File: src/rtl/serial_bus_master.sv
// serial_bus_master: arbitrates two requesters onto one serial frame engine
// that talks to up to four single-wire slave links (addr[13:12] selects one).
module serial_bus_master #(
  parameter int NSLV        = 2,
  parameter int ACK_TIMEOUT = 16
) (
  input  logic        clk,
  input  logic        rstn,
  input  logic [1:0]  m_req,
  input  logic [1:0]  m_we,
  input  logic [27:0] m_addr,
  input  logic [15:0] m_wdata,
  output logic [1:0]  m_gnt,
  output logic [1:0]  m_done,
  output logic [1:0]  m_err,
  output logic [7:0]  m_rdata,
  output logic [3:0]  s_tx,
  input  logic [3:0]  s_rx,
  output logic        busy
);

  // Counter must hold the ack timeout and the 12 address bit positions.
  localparam int CW = ($clog2(ACK_TIMEOUT) > 4) ? $clog2(ACK_TIMEOUT) : 4;

  typedef enum logic [2:0] {
    IDLE, REQ, GAP, ADDR, RW, WDATA, RDATA, RECOVER
  } state_t;

  state_t        state_q, state_d;
  logic [CW-1:0] cnt_q, cnt_d;
  logic          ptr_q, ptr_d;
  logic [1:0]    gnt_q, gnt_d;
  logic [1:0]    done_q, done_d;
  logic [1:0]    err_q, err_d;
  logic [1:0]    sel_q, sel_d;
  logic [11:0]   addr_q, addr_d;
  logic          we_q, we_d;
  logic [7:0]    wdata_q, wdata_d;
  logic [7:0]    shift_q, shift_d;
  logic [7:0]    rdata_q, rdata_d;
  logic          tx_bit_q, tx_bit_d;

  logic          win;
  logic [13:0]   req_addr;
  logic          req_we;
  logic [7:0]    req_wdata;
  logic          rx_bit;
  logic          sel_valid;

  // Round-robin winner: the pointed-to requester first, else the other one.
  assign win       = m_req[ptr_q] ? ptr_q : ~ptr_q;
  assign req_addr  = win ? m_addr[27:14]  : m_addr[13:0];
  assign req_we    = win ? m_we[1]        : m_we[0];
  assign req_wdata = win ? m_wdata[15:8]  : m_wdata[7:0];
  assign rx_bit    = s_rx[sel_q];
  assign sel_valid = int'(sel_q) < NSLV;

  // Next-state, datapath and output pulse logic for the frame engine.
  always_comb begin
    state_d   = state_q;
    cnt_d     = cnt_q;
    ptr_d     = ptr_q;
    gnt_d     = ((|done_q) || (|err_q)) ? 2'b00 : gnt_q;
    done_d    = 2'b00;
    err_d     = 2'b00;
    sel_d     = sel_q;
    addr_d    = addr_q;
    we_d      = we_q;
    wdata_d   = wdata_q;
    shift_d   = shift_q;
    rdata_d   = rdata_q;
    tx_bit_d  = tx_bit_q;
    case (state_q)
      IDLE: begin
        tx_bit_d = 1'b1;
        if (|m_req) begin
          gnt_d    = win ? 2'b10 : 2'b01;
          ptr_d    = ~win;
          sel_d    = req_addr[13:12];
          addr_d   = req_addr[11:0];
          we_d     = req_we;
          wdata_d  = req_wdata;
          cnt_d    = '0;
          state_d  = REQ;
          // An unpopulated link never sees its line pulled low.
          tx_bit_d = !(int'(req_addr[13:12]) < NSLV);
        end
      end
      REQ: begin
        if (!sel_valid) begin
          err_d   = gnt_q;
          state_d = IDLE;
        end else if (!rx_bit) begin
          cnt_d   = '0;
          state_d = GAP;
        end else if (cnt_q == CW'(ACK_TIMEOUT - 1)) begin
          tx_bit_d = 1'b1;
          err_d    = gnt_q;
          state_d  = IDLE;
        end else begin
          cnt_d = cnt_q + 1'b1;
        end
      end
      GAP: begin
        if (cnt_q == CW'(1)) begin
          cnt_d   = '0;
          state_d = ADDR;
        end else begin
          cnt_d = cnt_q + 1'b1;
        end
      end
      ADDR: begin
        tx_bit_d = addr_q[cnt_q[3:0]];
        if (cnt_q == CW'(11)) begin
          cnt_d   = '0;
          state_d = RW;
        end else begin
          cnt_d = cnt_q + 1'b1;
        end
      end
      RW: begin
        tx_bit_d = we_q;
        cnt_d    = '0;
        state_d  = we_q ? WDATA : RDATA;
      end
      WDATA: begin
        if (cnt_q == CW'(8)) begin
          tx_bit_d = 1'b1;
          done_d   = gnt_q;
          cnt_d    = '0;
          state_d  = RECOVER;
        end else begin
          tx_bit_d = wdata_q[cnt_q[2:0]];
          cnt_d    = cnt_q + 1'b1;
        end
      end
      RDATA: begin
        // Two turnaround edges, then eight LSB-first samples.
        tx_bit_d = 1'b1;
        if (cnt_q == CW'(10)) begin
          rdata_d = shift_q;
          done_d  = gnt_q;
          cnt_d   = '0;
          state_d = RECOVER;
        end else begin
          if (cnt_q >= CW'(2)) begin
            shift_d = {rx_bit, shift_q[7:1]};
          end
          cnt_d = cnt_q + 1'b1;
        end
      end
      RECOVER: begin
        // One settling edge, then wait for the slave to release its line.
        tx_bit_d = 1'b1;
        if (cnt_q == '0) begin
          cnt_d = CW'(1);
        end else if (rx_bit) begin
          state_d = IDLE;
        end
      end
      default: begin
        tx_bit_d = 1'b1;
        state_d  = IDLE;
      end
    endcase
  end

  // State and datapath registers with synchronous active-low reset.
  always_ff @(posedge clk) begin
    if (!rstn) begin
      state_q  <= IDLE;
      cnt_q    <= '0;
      ptr_q    <= 1'b0;
      gnt_q    <= 2'b00;
      done_q   <= 2'b00;
      err_q    <= 2'b00;
      sel_q    <= 2'b00;
      addr_q   <= '0;
      we_q     <= 1'b0;
      wdata_q  <= '0;
      shift_q  <= '0;
      rdata_q  <= '0;
      tx_bit_q <= 1'b1;
    end else begin
      state_q  <= state_d;
      cnt_q    <= cnt_d;
      ptr_q    <= ptr_d;
      gnt_q    <= gnt_d;
      done_q   <= done_d;
      err_q    <= err_d;
      sel_q    <= sel_d;
      addr_q   <= addr_d;
      we_q     <= we_d;
      wdata_q  <= wdata_d;
      shift_q  <= shift_d;
      rdata_q  <= rdata_d;
      tx_bit_q <= tx_bit_d;
    end
  end

  // Only the selected link ever carries a 0; every other line idles high.
  generate
    for (genvar gi = 0; gi < 4; gi++) begin : g_tx
      assign s_tx[gi] = ~((sel_q == 2'(gi)) & ~tx_bit_q);
    end
  endgenerate

  assign m_gnt   = gnt_q;
  assign m_done  = done_q;
  assign m_err   = err_q;
  assign m_rdata = rdata_q;
  assign busy    = (state_q != IDLE);

endmodule

File: config.mk
export PLATFORM = sky130hd
export DESIGN_NAME = serial_bus_master
export DESIGN_NICKNAME = d
export VERILOG_FILES = /design/src/rtl/serial_bus_master.sv
export SDC_FILE = /design/constraint.sdc
export NUM_CORES = 1
export LEC_CHECK = 0
export CORE_MARGIN = 2
export CORE_UTILIZATION = 30
export CTS_CLUSTER_DIAMETER = 100
export CTS_CLUSTER_SIZE = 24
export DETAILED_ROUTE_END_ITERATION = 8
export PLACE_DENSITY = 0.61
export SLEW_MARGIN = 20
export SYNTH_ARGS = -nofsm -noshare
export SYNTH_HDL_FRONTEND = slang
export SYNTH_SLANG_ARGS = --single-unit
File: constraint.sdc
create_clock -name clk -period 1.8 [get_ports clk]
set_input_delay 0.45 -clock clk [delete_from_list [all_inputs] [get_ports clk]]
set_output_delay 0.45 -clock clk [all_outputs]
set_load 0.02 [all_outputs]
==> flow_metrics.tcl, run 1 <==
set metrics [dict create \
    die_height_um 102 \
    outcome "complete, but fails checks" \
    p_leak_nw 1.82 \
    timing.fmax_mhz 551 \
    syn2layout_area_growth_pct 52.8 \
    setup_slack_ns -0.0133 \
    rows 35 \
    cp-start-kind "flop" \
    fin_hold_ws_ns 0.501 \
    grt_max_degree 45 \
    synth_top_area_cell "dfxtp_1" \
    drtIter0Drc 156 \
    failed_checks "negative setup slack" \
    pwr-share-comb_pct 51.0 \
    ir_drop_v 0.000401 \
    totalPowerFinal_mw 4.97 \
    synth_area_um2 2910 \
    overflow 0 \
    ioPinCount 73 \
    p_sw_share_pct 37.7 \
    clk_pin_slew_ns 0.10 \
    relSlewSlack_pct 73.9 \
    clock_skew_ns 0.0108 \
    dr_total_vias 2755 \
    port-buffer-count 72 \
    nFillCells 901 \
    setup_viol 2 \
    cts_max_path_buffers 2 \
    rsz0062_at_grt "true" \
    hold_viol 0 \
    yosysWarnings 0 \
    gp_congestion 0.847 \
    p_seq_share_pct 34.6 \
    hpwl_um 5980 \
    crit_type "flop to flop" \
    drive_above_1_share_pct 27.5 \
    critPathArrivalTime_ns 2.06 \
    worstPathRequired_ns 2.05 \
    clock_power_share_pct 14.4 \
    internal_power_mw 3.09 \
    grt_pass1_vias 2762 \
    yosysMostFrequentCell "dfxtp_1" \
    hold_path_class "flop to flop" \
    nets 489 \
    placed_cells 543 \
    period_share_pct 101 \
    die-area_um2 10500 \
    fin_crit_ns 1.81 \
    antenna_found_initial 0 \
    power_density_nw_per_um2 1120 \
    viasPerCell 4.91 \
    core_area_um2 9330 \
    initial_core_util_pct 31.2 \
    synthTopCellsByArea "dfxtp_1 37%, mux2i_1 14%, nor2_1 6.7%" \
    synth_nets 371 \
    tightest_slew_ns 0.390 \
    cp_max_fo 7 \
    endpoint_kind "flop" \
    numCtsBuffers 5 \
    max_cap_viol_count 0 \
    drc 0 \
    grt_pass1_wl_um 13200 \
    htreeDepth 2 \
    cts-hold-fix-buffers 0 \
    cp-startpoint "cnt_q[0]$_SDFFE_PN0P_" \
    holdCritStartpoint "m_gnt[0]$_SDFF_PN0_" \
    synth_seq_cells 54 \
    async_flop_share_pct 0 \
    drv_slew 0 \
    chipWidth_um 102 \
    cts-root-buf "clkbuf_8" \
    ys.flop_type "dfxtp_1" \
    clock_latency_ns 0.31 \
    clock-sinks 54 \
    cts_tree "built" \
    synth_edf_count 0 \
    fin_cells 561 \
    p_sw_mw 1.88 \
    setup_tns_ns -0.0212 \
    drt-total-wl_um 8020 \
    wl_per_cell_um 14.3 \
    yosysSeqAreaShare_pct 37.2 \
    drtPass1Iterations 4 \
    ant_nets 0 \
    r2r-start "cnt_q[0]$_SDFFE_PN0P_" \
    syn_inst 313 \
    synth_top_area_share_pct 37.2 \
    yosys.cell_types.count 58 \
    synth.top_cells.by_count "54 x dfxtp_1, 52 x nor2_1, 40 x mux2i_1, 23 x a211oi_1, 17 x nand2_1" \
    n_antenna_cell 0 \
    syn_avg_cell_area_um2 9.29 \
    grt_use_total_pct 15.7 \
]
-- critical path, stage by stage, from the launching register on --
cell     delay (ns)
dfxtp_4        0.44
inv_4          0.06
ha_4           0.15
or4bb_1        0.50
o211a_4        0.18
and3_4         0.18
nor2_4         0.09
a31o_2         0.16
-- logic make-up after synthesis --
family | Yosys count | synth area share, %
DFF | 54 | 37.2
adders and majority gates | 4 | 1.72
buffers and inverters | 32 | 5.55
AOI/OAI and AO/OA | 66 | 18.0
xor gates and xnor gates | 1 | 0.301
and+or+nand+nor | 109 | 18.9
muxes | 47 | 18.3
-- layout by cell type (no fill, tap or decap), types with 6 or more instances in the layout --
cell type | netlist | final
nand2_1 | 17 | 17
a211oi_1 | 23 | 23
nor2_1 | 52 | 51
buf_4 | 4 | 51
inv_1 | 10 | 8
mux2i_1 | 40 | 40
a21oi_1 | 7 | 6
clkdlybuf4s50_1 | 0 | 61
dfxtp_1 | 54 | 46
-- timing repair --
item,4_1_cts,5_1_grt
resized for setup,38,18
endpoints found under the setup margin,20,13
pin swaps,11,5
setup buffers,5,5
-- worst paths after layout --
kind / slack (ns) / cells past startpoint / endpoint
setup / recovery: -0.01 / 7 / cnt_q[3]$_SDFFE_PN0P_
hold / removal: 0.50 / 2 / m_gnt[0]$_SDFF_PN0_
setup reg to reg: -0.01 / 7 / cnt_q[3]$_SDFFE_PN0P_
hold reg to reg: 0.50 / 2 / m_gnt[0]$_SDFF_PN0_
-- power by group through the flow --
stage	clock network [mW]	registers [mW]	logic (mW)
finish	0.716	1.72	2.53
global route	0.778	1.77	2.78
CTS	0.748	1.72	2.43
detailed placement	0	1.73	2.32
global placement	0	1.73	2.29
floorplan	0	1.62	1.50
-- final cells by class --
type	instances	area, um^2	area share (%)
clock inverters	3	28.8	0.648
well taps	129	161	3.63
clock buffers	5	68.8	1.55
inverters	10	42.5	0.958
flip-flops and latches	54	1100	24.8
multi-input cells	227	1810	40.7
repair buffers	133	1230	27.7
-- state kept, by name (all words and copies together) (netlist names) --
signal / count
cnt_q: 4
state_q: 3
m_err: 2
m_rdata: 8
m_done: 2
ptr_q: 1
sel_q: 2
shift_q: 8
wdata_q: 8
m_gnt: 2
tx_bit_q: 1
addr_q: 12
we_q: 1
-- per-stage QoR --
| step | setup slack [ns] | utilization (%) | instance area (um^2) |
|---|---|---|---|
| 6_report | -0.0133 | 47.6 | 4440 |
| 5_1_grt | -0.101 | 47.6 | 4440 |
| 4_1_cts | -0.0283 | 46.7 | 4350 |
| 3_5_place_dp | -0.393 | 44.3 | 4130 |
| 3_3_place_gp | -0.377 | 44.3 | 4130 |
| 2_1_floorplan | -0.0120 | - | 2950 |
-- metal layers --
layer	share of wire [%]	global-route usage [%]	up-vias
li1	-	-	1396
met1	45	21.2	1282
met2	49	26.7	69
met3	4.9	1.85	8
met4	1.2	4.21	0
met5	0	0	-
No activity file was read; power rests on OpenSTA's default activity.
==> run 2, diff against run 1 <==
--- a/config.mk
+++ b/config.mk
@@ -5,12 +5,15 @@
 export SDC_FILE = /design/constraint.sdc
 export NUM_CORES = 1
 export LEC_CHECK = 0
+export CELL_PAD_IN_SITES_DETAIL_PLACEMENT = 0
+export CELL_PAD_IN_SITES_GLOBAL_PLACEMENT = 1
+export CORE_ASPECT_RATIO = 0.7
 export CORE_MARGIN = 2
 export CORE_UTILIZATION = 30
 export CTS_CLUSTER_DIAMETER = 100
 export CTS_CLUSTER_SIZE = 24
 export DETAILED_ROUTE_END_ITERATION = 8
-export PLACE_DENSITY = 0.61
+export PLACE_DENSITY = 0.73
 export SLEW_MARGIN = 20
 export SYNTH_ARGS = -nofsm -noshare
 export SYNTH_HDL_FRONTEND = slang
==> constraint.sdc (replaced) <==
create_clock -name clk -period 2.2 [get_ports clk]
set_input_delay 0.55 -clock clk [delete_from_list [all_inputs] [get_ports clk]]
set_output_delay 0.55 -clock clk [all_outputs]
set_load 0.02 [all_outputs]
==> flow_metrics.tcl, run 2 (synthesis results as in run 1) <==
set metrics [dict create \
    outcome "completed" \
    cp_top_family "buffers and inverters" \
    die-area_um2 10500 \
    overflow 0 \
    dr_total_vias 2612 \
    rows 30 \
    grt_use_total_pct 15.2 \
    nFillCells 961 \
    hold_viol 0 \
    viasPerCell 4.98 \
    ant_nets 0 \
    relSlewSlack_pct 55.7 \
    clock_latency_ns 0.30 \
    drv_slew 0 \
    chipWidth_um 122 \
    cp-start-kind "flop" \
    cts-root-buf "clkbuf_16" \
    clock-sinks 54 \
    multi_input_area_um2 1670 \
    nets 454 \
    grt_pass1_wl_um 12700 \
    max_cap_viol_count 0 \
    rsz0062_at_grt "false" \
    fin_crit_ns 2.12 \
    p_leak_nw 1.60 \
    largest_reg_flops 12 \
    largest_register "addr_q" \
    drt-total-wl_um 7570 \
    worstPathRequired_ns 1.65 \
    use_met2_pct 22.6 \
    hpwl_um 5990 \
    layout_common_cells "71 x clkdlybuf4s50_1, 52 x nor2_1, 52 x dfxtp_1" \
    core_area_um2 9570 \
    numCtsBuffers 5 \
    gp_congestion 0.830 \
    clock_skew_ns 0.00575 \
    cts_max_path_buffers 2 \
    syn2layout_area_growth_pct 39.0 \
    drtPass1Iterations 4 \
    wl_per_cell_um 14.4 \
    setup_tns_ns 0 \
    die_height_um 86.4 \
    ir_drop_v 0.000373 \
    crit_buf_inv 1 \
    busiest_layer "met2" \
    register_area_um2 1080 \
    initial_core_util_pct 30.4 \
    hold_path_class "flop to flop" \
    htreeDepth 2 \
    cp_max_fo 5 \
    drc 0 \
    tightest_slew_ns 0.662 \
    final_common_cell "clkdlybuf4s50_1" \
    max_stage_delay_ns 0.54 \
    grt_util_met1_pct 22.4 \
    grt_max_degree 27 \
    crit_type "flop to output pin" \
    timing.fmax_mhz 472 \
    port-buffer-count 72 \
    drtIter0Drc 109 \
    cts_tree "built" \
    antenna_found_initial 0 \
    setup_viol 0 \
    n_antenna_cell 0 \
    drive_above_1_share_pct 14.4 \
    setup_slack_ns 0.0818 \
    clk_pin_slew_ns 0.08 \
    dp_slack_ns -0.182 \
    grt_pass1_vias 2575 \
    endpoint_kind "output pin" \
    cts-hold-fix-buffers 0 \
    crit_path_cell_trace "or3_1 -> clkdlybuf4s50_1" \
    period_share_pct 96.3 \
    ioPinCount 73 \
    power_density_nw_per_um2 982 \
    slowest_stage "clkdlybuf4s50_1" \
    critPathArrivalTime_ns 1.57 \
    use_met3_pct 2.96 \
    ff2ff_setup_slack_ns 0.09 \
]
==> run 2: worst register-to-register path: cells and delay by family, from the launching register on <==
family,cells,cell delay (ns)
compound gates,2,0.48
fa+ha+maj,1,0.19
buf+inv,1,0.16
flops,1,0.40
simple gates,3,0.79
==> run 2: path summary, 6_finish.rpt <==
check / startpoint / end / cells after the start
worst min-delay path: m_rdata[1]$_SDFFE_PN0P_ / m_rdata[1]$_SDFFE_PN0P_ / 2
worst min register to register: m_rdata[1]$_SDFFE_PN0P_ / m_rdata[1]$_SDFFE_PN0P_ / 2
worst max-delay path: tx_bit_q$_SDFFE_PN1P_ / s_tx[0] / 2
worst max register to register: cnt_q[1]$_SDFFE_PN0P_ / cnt_q[3]$_SDFFE_PN0P_ / 7
==> run 2: routing by layer <==
| layer | vias to the layer above | part of all wire [%] |
|---|---|---|
| met1 | 1223 | 51 |
| met3 | 7 | 5.3 |
| met4 | 0 | 1.0 |
| met2 | 58 | 43 |
| met5 | - | 0 |
| li1 | 1324 | - |
==> run 2: power breakdown <==
group	total (mW)	internal [mW]	switching, mW	leakage (nW)
clock	0.834	0.437	0.397	0.0763
combinational	1.76	0.877	0.887	1.08
sequential	1.37	1.19	0.179	0.443
==> run 2: final cells by class <==
type	count	share of cell area, %
Tap cell	128	3.96
Clock inverter	3	0.712
Timing Repair Buffer	98	23.3
Inverter	10	0.929
Clock buffer	5	3.10
Sequential cell	54	26.8
Multi-Input combinational cell	227	41.2
==> run 2: repair_timing <==
item	in CTS	in global routing
setup buffers	0	0
endpoints found under the setup margin	1	2
resized for setup	1	3
==> run 2: through the flow <==
step / total power [mW] / util (%) / hold slack [ns] / area, um^2 / std cells
6_report: 3.97 / 42.2 / 0.499 / 4040 / 525
5_1_grt: 4.24 / 42.2 / 0.516 / 4040 / 525
4_1_cts: 3.99 / 42.2 / 0.502 / 4040 / 525
3_5_place_dp: 3.15 / 40.6 / 0.483 / 3880 / 517
3_3_place_gp: 3.13 / 40.6 / 0.472 / 3880 / 517
2_1_floorplan: 2.50 / - / 0.463 / 2910 / 313
==> run 3, diff against run 2 <==
--- a/config.mk
+++ b/config.mk
@@ -5,15 +5,13 @@
 export SDC_FILE = /design/constraint.sdc
 export NUM_CORES = 1
 export LEC_CHECK = 0
-export CELL_PAD_IN_SITES_DETAIL_PLACEMENT = 0
-export CELL_PAD_IN_SITES_GLOBAL_PLACEMENT = 1
 export CORE_ASPECT_RATIO = 0.7
 export CORE_MARGIN = 2
 export CORE_UTILIZATION = 30
 export CTS_CLUSTER_DIAMETER = 100
 export CTS_CLUSTER_SIZE = 24
 export DETAILED_ROUTE_END_ITERATION = 8
-export PLACE_DENSITY = 0.73
+export PLACE_DENSITY = 0.59
 export SLEW_MARGIN = 20
 export SYNTH_ARGS = -nofsm -noshare
 export SYNTH_HDL_FRONTEND = slang
==> constraint.sdc (replaced) <==
create_clock -name clk -period 2.5 [get_ports clk]
set_input_delay 0.625 -clock clk [delete_from_list [all_inputs] [get_ports clk]]
set_output_delay 0.625 -clock clk [all_outputs]
set_load 0.02 [all_outputs]
==> flow_metrics.tcl, run 3 (synthesis results as in run 1) <==
set metrics [dict create \
    max_cap_viol_count 0 \
    rsz0062_at_grt "false" \
    overflow 0 \
    drt-total-wl_um 7490 \
    setup_viol 0 \
    wl_met2_um 3210 \
    wl_met1_um 3800 \
    cts_tree "built" \
    cp_max_fo 7 \
    cts-resized-gates 0 \
    multi_input_area_um2 1670 \
    worstPathRequired_ns 1.88 \
    register_area_um2 1080 \
    hpwl_um 5770 \
    cts_max_path_buffers 2 \
    dr_wl_met3_um 446 \
    gp_congestion 0.910 \
    setup_tns_ns 0 \
    dr_total_vias 2522 \
    grt_pass1_wl_um 12600 \
    relSlewSlack_pct 53.0 \
    postCtsSetupBuffers 0 \
    final_common_cell "clkdlybuf4s50_1" \
    period_share_pct 93.4 \
    n_antenna_cell 0 \
    syn2layout_area_growth_pct 36.0 \
    timing.fmax_mhz 428 \
    crit_type "flop to output pin" \
    grt_pass1_vias 2493 \
    nFillCells 955 \
    endpoint_kind "output pin" \
    clock_skew_ns 0.00673 \
    core_area_um2 9570 \
    cts-hold-fix-buffers 0 \
    dpl_cell_area_um2 3800 \
    initial_core_util_pct 30.4 \
    antenna_found_initial 0 \
    p_leak_nw 1.54 \
    drtPass1Iterations 4 \
    chipWidth_um 122 \
    crit_buf_inv 1 \
    clock-sinks 54 \
    port-buffer-count 72 \
    clk_pin_slew_ns 0.08 \
    max_stage_delay_ns 0.55 \
    tightest_slew_ns 0.703 \
    drtIter0Drc 167 \
    wl_per_cell_um 14.7 \
    clock_latency_ns 0.29 \
    fin_crit_ns 2.33 \
    power_density_nw_per_um2 849 \
    largest_reg_flops 12 \
    ir_drop_v 0.000361 \
    crit_path_cell_trace "or3b_2 -> clkdlybuf4s50_1" \
    numCtsBuffers 5 \
    grt_use_total_pct 15.0 \
    drv_slew 0 \
    drive_above_1_share_pct 10.4 \
    hold_path_class "flop to flop" \
    htreeDepth 2 \
    viasPerCell 4.94 \
    ant_nets 0 \
    grt_max_degree 44 \
    cts-root-buf "clkbuf_16" \
    ioPinCount 73 \
    drc 0 \
    postLayoutCellArea_um2 3950 \
    hold_viol 0 \
    cp_top_family "buffers and inverters" \
    outcome "completed" \
    cp-start-kind "flop" \
    largest_register "addr_q" \
    critPathArrivalTime_ns 1.71 \
    slowest_stage "clkdlybuf4s50_1" \
    die-area_um2 10500 \
    highest_layer "met4" \
    layout_common_cells "72 x clkdlybuf4s50_1, 54 x dfxtp_1, 52 x nor2_1" \
    die_height_um 86.4 \
    nets 440 \
    rows 30 \
]
-- run 3: worst reg2reg max path, stage by stage (launching register included) --
cell	delay, ns
dfxtp_1	0.43
inv_1	0.16
ha_1	0.26
or3b_2	0.48
nand2b_1	0.09
o211a_1	0.29
o22ai_1	0.13
a31o_2	0.22
-- run 3: power breakdown --
group          internal (mW)  leakage [nW]  switching, mW
combinational          0.673          1.02          0.780
sequential              1.05         0.442          0.139
clock                  0.383        0.0759          0.335
-- run 3: area by class of cell --
cell class,count,area share (%)
clock buffer,5,3.17
clock inverter,3,0.728
timing repair buffer,84,21.5
inverter,10,0.950
multi-input combinational,227,42.3
sequential,54,27.4
tap,128,4.05
-- run 3: path summary, 6_finish.rpt --
| kind | slack (ns) | cells after the start | endpoint | startpoint |
|---|---|---|---|---|
| min reg2reg | 0.50 | 2 | m_rdata[4]$_SDFFE_PN0P_ | m_rdata[4]$_SDFFE_PN0P_ |
| max reg2reg | 0.33 | 7 | cnt_q[3]$_SDFFE_PN0P_ | cnt_q[1]$_SDFFE_PN0P_ |
| min | 0.50 | 2 | m_rdata[4]$_SDFFE_PN0P_ | m_rdata[4]$_SDFFE_PN0P_ |
| max | 0.17 | 2 | s_tx[2] | sel_q[0]$_SDFFE_PN0P_ |
-- run 3: per-stage QoR --
stage	setup WS, ns	cells	hold WS [ns]	utilization, %	power (mW)
after floorplan	0.532	313	0.463	-	2.20
after global placement	0.0960	503	0.475	39.7	2.64
after detailed placement	0.0742	503	0.486	39.7	2.66
after CTS	0.154	511	0.504	41.3	3.39
after global routing	0.118	511	0.525	41.3	3.61
final	0.165	511	0.499	41.3	3.35
-- run 3: metal layers --
metal / GRT usage [%] / vias up
met5: 0 / -
met4: 2.61 / 0
met3: 3.29 / 4
met2: 23.1 / 76
met1: 21.7 / 1151
li1: - / 1291
